File: config.mk
export PLATFORM = sky130hd
export DESIGN_NAME = arbitro_rr_merge
export DESIGN_NICKNAME = d
export VERILOG_FILES = /design/src/rtl/arbitro_pkg.sv /design/src/rtl/rr_pick4.sv /design/src/rtl/arbitro_rr_merge.sv
export SDC_FILE = /design/constraint.sdc
export NUM_CORES = 1
export LEC_CHECK = 0
export BUFFER_PORTS_ARGS = -buffer_cell sky130_fd_sc_hd__buf_4
export CAP_MARGIN = 40
export CORE_ASPECT_RATIO = 0.7
export CORE_MARGIN = 3
export CORE_UTILIZATION = 40
export DETAILED_ROUTE_END_ITERATION = 12
export PLACE_DENSITY = 0.71
export SYNTH_ARGS = -nofsm -noshare
export SYNTH_HDL_FRONTEND = slang
export SYNTH_SLANG_ARGS = --single-unit
File: constraint.sdc
create_clock -name clk -period 3.2 [get_ports clk]
set_input_delay 0.16 -clock clk [delete_from_list [all_inputs] [get_ports clk]]
set_output_delay 0.16 -clock clk [all_outputs]
set_load 0.05 [all_outputs]
File: src/rtl/arbitro_pkg.sv
// rtl/arbitro_pkg.sv - shared class constants and class-field helper for the class split/merge arbiters
package arbitro_pkg;

  localparam int NUM_CLASSES = 4;
  localparam int CLASS_W     = 2;
  localparam int MAX_WORD_W  = 64;

  typedef enum logic [CLASS_W-1:0] {
    CLASS_0 = 2'b00,
    CLASS_1 = 2'b01,
    CLASS_2 = 2'b10,
    CLASS_3 = 2'b11
  } class_e;

  // Class field lives in the top CLASS_W bits of a word of the given width.
  // Callers zero-extend their word to MAX_WORD_W bits.
  function automatic logic [CLASS_W-1:0] class_field(input logic [MAX_WORD_W-1:0] word,
                                                     input int width);
    return word[width-1 -: CLASS_W];
  endfunction

endpackage

File: src/rtl/rr_pick4.sv
// rtl/rr_pick4.sv - four-way round-robin priority search starting at a pointer
module rr_pick4 (
  input  logic [3:0] req,
  input  logic [1:0] ptr,
  output logic [3:0] gnt,
  output logic [1:0] gnt_idx,
  output logic       any
);

  // first requester at or after ptr, wrapping modulo 4
  always_comb begin
    gnt     = '0;
    gnt_idx = '0;
    any     = 1'b0;
    for (int i = 0; i < 4; i++) begin
      if (!any && req[ptr + 2'(i)]) begin
        any                = 1'b1;
        gnt_idx            = ptr + 2'(i);
        gnt[ptr + 2'(i)]   = 1'b1;
      end
    end
  end

endmodule

File: src/rtl/arbitro_rr_merge.sv
// rtl/arbitro_rr_merge.sv - round-robin burst merge of four class FIFOs into one downstream FIFO
module arbitro_rr_merge
  import arbitro_pkg::*;
#(
  parameter int WIDTH = 12,
  parameter int BURST = 4
) (
  input  logic                         clk,
  input  logic                         reset,
  input  logic [NUM_CLASSES*WIDTH-1:0] data_in,
  input  logic [NUM_CLASSES-1:0]       emptyFIFO,
  input  logic                         almost_fullFIFO,
  output logic [NUM_CLASSES-1:0]       pop,
  output logic                         push,
  output logic [WIDTH-1:0]             data_out,
  output logic                         class_err
);

  localparam logic [3:0] BURST_CNT = 4'(BURST);

  logic [1:0]       rr_ptr;
  logic [3:0]       bcnt;
  logic [1:0]       sel_q;
  logic             valid_q;
  logic [3:0]       req;
  logic [3:0]       gnt;
  logic [1:0]       gnt_idx;
  logic             any;
  logic             pop_en;
  logic [3:0]       cnt_next;
  logic [WIDTH-1:0] word_sel;

  assign req = ~emptyFIFO;

  rr_pick4 u_pick (
    .req     (req),
    .ptr     (rr_ptr),
    .gnt     (gnt),
    .gnt_idx (gnt_idx),
    .any     (any)
  );

  // A pop is only issued when the merge FIFO can still take the word one cycle later.
  assign pop_en = ~reset & ~almost_fullFIFO & any;
  assign pop    = pop_en ? gnt : '0;

  // Skipping to a different channel starts a fresh burst of one.
  assign cnt_next = (gnt_idx == rr_ptr) ? bcnt + 4'd1 : 4'd1;

  // The class FIFO read data arrives one cycle after the pop, so it is steered by the registered grant.
  // Reset kills the in-flight word in the same cycle.
  assign word_sel = data_in[int'(sel_q)*WIDTH +: WIDTH];
  assign push     = valid_q & ~reset;
  assign data_out = push ? word_sel : '0;

  // grant bookkeeping: pointer/burst rotation and the registered grant feeding the output mux
  always_ff @(posedge clk) begin
    if (reset) begin
      rr_ptr  <= '0;
      bcnt    <= '0;
      sel_q   <= '0;
      valid_q <= 1'b0;
    end else begin
      valid_q <= pop_en;
      if (pop_en) begin
        sel_q <= gnt_idx;
        if (cnt_next == BURST_CNT) begin
          rr_ptr <= gnt_idx + 2'd1;
          bcnt   <= '0;
        end else begin
          rr_ptr <= gnt_idx;
          bcnt   <= cnt_next;
        end
      end
    end
  end

  // sticky flag: a pushed word whose class field disagrees with the channel it came from
  always_ff @(posedge clk) begin
    if (reset) begin
      class_err <= 1'b0;
    end else if (push && (class_field(MAX_WORD_W'(data_out), WIDTH) != sel_q)) begin
      class_err <= 1'b1;
    end
  end

endmodule

==> results by group <==
Min path
  • Hold path start: reset
  • Worst min path class: in -> reg
  • Min-Delay Path Depth: 2
  • Worst hold path endpoint: sel_q[1]$_SDFFE_PP0P_

Clock tree
  • H-Tree Depth: 1
  • Post-CTS Resized: 0
  • Total clock sinks: 10
  • Setup bufs post-CTS: 0
  • Root Buffer: clkbuf_8
  • CTS buffer count: 3
  • Longest Clk Path Bufs: 2
  • CTS tree: yes
  • Worst-path clk slew: 50 ps
  • Hold-fix buffers, CTS: 0
  • Worst-skew pair later-pin latency: 230 ps

Worst setup path
  • Crit Reg-Reg Endpoint: bcnt[2]$_SDFFE_PP0P_
  • Slowest-stage cell, CP: ha_1
  • Critical path class: reg -> out
  • CP most frequent cell: a21oi_1
  • CP endpoint kind: output pin
  • Critical path startpoint category: flop
  • R2r startpoint: rr_ptr[1]$_SDFFE_PP0P_
  • Reg2reg setup slack: 340 ps
  • CP required: 3040 ps
  • Worst R2R Path Depth: 9
  • Critical Path AT: 2790 ps
  • Worst-path fanout max: 10
  • Max incr delay on CP: 470 ps
  • CP cell instances: inv_1 > ha_1 > mux2_2 > o21ai_0 > a21oi_1 > a22o_1 > mux2i_1 > a21oi_1 > buf_4

Logic synthesis
  • Netlist cell types: 48
  • #FFs+latches synth: 10
  • Syn_nets: 224
  • Synth Area in Adders: 7.719%
  • Synthesized area: 0.001459 mm²
  • Post-synthesis mux area share: 26.59%
  • Top_reg_cell synth: dfxtp_1
  • Mean post-synth cell area: 9.118 µm²
  • Compound-Gate Fraction of Synth Area: 20.93%
  • Largest family of logic cells by synthesized area: multiplexers
  • Synth Area in Simple Gates: 21.96%
  • Cells taking the most area after synthesis: mux4_2, dfxtp_1, ha_1
  • Register area share after synthesis: 13.72%
  • Post-synth top area share: 18.52%
  • Synth Instances: 160
  • Post-synth EDFFs: 0
  • Asr flop ratio synth: 0%
  • Post-synthesis xor/xnor area fraction: 1.801%
  • Synth warn: 0
  • Cell taking the most area after synthesis: mux4_2

STA
  • Clock Skew: 1.936 ps
  • Worst-margin pin slew: 641.3 ps
  • Final Hold Vio Count: 0
  • Setup_tns: 0 ps
  • Max transition margin: 57.19%
  • Post-layout min period: 2952 ps
  • Fin crit share: 92.26%
  • Fmax: 338.7 MHz
  • # setup viols final: 0
  • Fin. max-slew vios: 0
  • RSZ-0062 raised after global routing: no

Drt
  • Met2 WL: 2226 µm
  • DRT Pass-1 Iters: 4
  • Final WL: 4405 µm
  • DR DRC count: 0
  • Met3 WL: 249 µm
  • Drt via density: 5.560
  • DR vias: 1529
  • DRT iter0 DRCs: 74
  • Top sig layer: met4
  • WL per Instance: 16.02 µm
  • Wire length on met1: 1922 µm
  • Antenna-violating nets left: 0

Die
  • Die area: 0.004419 mm²
  • Chip Width: 78.18 µm
  • Io pins: 73
  • Die Y: 56.53 µm
  • FP Rows: 17
  • Core outline area: 0.003318 mm²
  • Initial core utilization: 43.97%

GRT
  • First-pass GRT wire length: 7265 µm
  • All-Layer GR Usage: 20.07%
  • Initial antenna violation count: 0
  • Via count of the first global-routing pass: 1500
  • Largest net degree at the start of global routing: 17
  • Global route overflow: 0

Placed design
  • Placed Cells: 271
  • Placer Congestion: 0.8275
  • DPL Wire Length: 3623 µm
  • PortBufs: 72

Power
  • Power Total: 0.7016 mW
  • P per Cell Area: 339.8 mW/mm²
  • Max IR drop VDD: 0.2326 mV
  • P_leak: 0.9028 nW

Final layout
  • Post-layout util: 62.22%
  • Antenna diode count: 0
  • Fin nets: 293
  • Post-Layout Cell Count: 275
  • Leading cell types in the layout, fill and taps excluded: buf_4, nand2_1, nor2b_1
  • Share of cells above drive strength 1: 45.18%
  • Commonest non-fill, non-tap cell in the layout: buf_4
  • Area grow syn2layout: 41.51%
  • Fillers: 304

Run
  • Max Cap Viol: 0

Run status
  • Status: finished clean
[worst max path at each step]
stage,cells after the start,endpoint,startpoint,slack (ps)
final,9,pop[3],rr_ptr[1]$_SDFFE_PP0P_,250
after global routing,9,pop[3],rr_ptr[1]$_SDFFE_PP0P_,100
after CTS,9,pop[0],rr_ptr[1]$_SDFFE_PP0P_,180
after detailed placement,9,bcnt[2]$_SDFFE_PP0P_,rr_ptr[1]$_SDFFE_PP0P_,240
after global placement,9,bcnt[2]$_SDFFE_PP0P_,rr_ptr[1]$_SDFFE_PP0P_,400
after floorplan,11,pop[0],rr_ptr[0]$_SDFFE_PP0P_,170
[through the flow]
| step | worst slack, ps | hold WS, ps | instance area (µm²) |
|---|---|---|---|
| floorplan | 172.5 | 366.9 | 1459 |
| global placement | 402.9 | 407.4 | 2008 |
| detailed placement | 243.6 | 416.5 | 2008 |
| CTS | 180.1 | 161.4 | 2063 |
| global route | 97.32 | 192.0 | 2064 |
| finish | 247.8 | 171.1 | 2064 |
[cell type report]
class | instances | area [µm²] | area share (%)
clock buffers | 4 | 55.05 | 2.667
inverters | 7 | 26.28 | 1.273
multi-input cells | 131 | 1152 | 55.82
flip-flops and latches | 10 | 201.4 | 9.758
well taps | 47 | 58.81 | 2.848
repair buffers | 76 | 570.5 | 27.64
[where the power goes]
group          leakage (nW)  switching (mW)  internal (mW)
clock                0.0288          0.0494          0.108
sequential           0.0823          0.0182          0.135
combinational         0.792           0.194          0.196
total                 0.903           0.262          0.440
[metal layers]
| layer | track usage, % | vias to the layer above |
|---|---|---|
| met1 | 26.31 | 746 |
| met4 | 2.244 | 0 |
| met5 | 0 | - |
| li1 | - | 735 |
| met3 | 4.006 | 2 |
| met2 | 35.24 | 46 |
[state kept, by name (all words and copies together) (netlist names)]
name	cells
rr_ptr	2
bcnt	4
class_err	1
valid_q	1
sel_q	2
[kinds of logic after synthesis]
family / count (synthesis)
flip-flops: 10
adder cells (fa/ha/maj): 9
AND/OR/NAND/NOR: 57
buffers and inverters: 19
multiplexers: 22
XOR/XNOR: 3
AO/OA/AOI/OAI: 40
[worst max-delay path: cells and delay by family (launching register included)]
kind,cells,cell delay (ps)
multiplexers,2,520
AO/OA/AOI/OAI,4,810
adder cells (fa/ha/maj),1,470
buffers and inverters,2,300
flip-flops,1,440
[synth_stat cells (3+ instances only)]
cell type,count
nor2_1,6
ha_1,9
mux2i_1,8
o21ai_0,7
a211oi_1,3
nand2b_1,3
or3_1,3
buf_6,3
nor3_1,3
clkbuf_1,4
inv_1,7
buf_4,3
xnor2_1,3
a22o_1,4
nand2_1,14
mux4_2,12
dfxtp_1,10
a31oi_1,3
a21oi_1,7
nand3_1,4
nor2b_1,13
(Power assumes the default switching activity.)
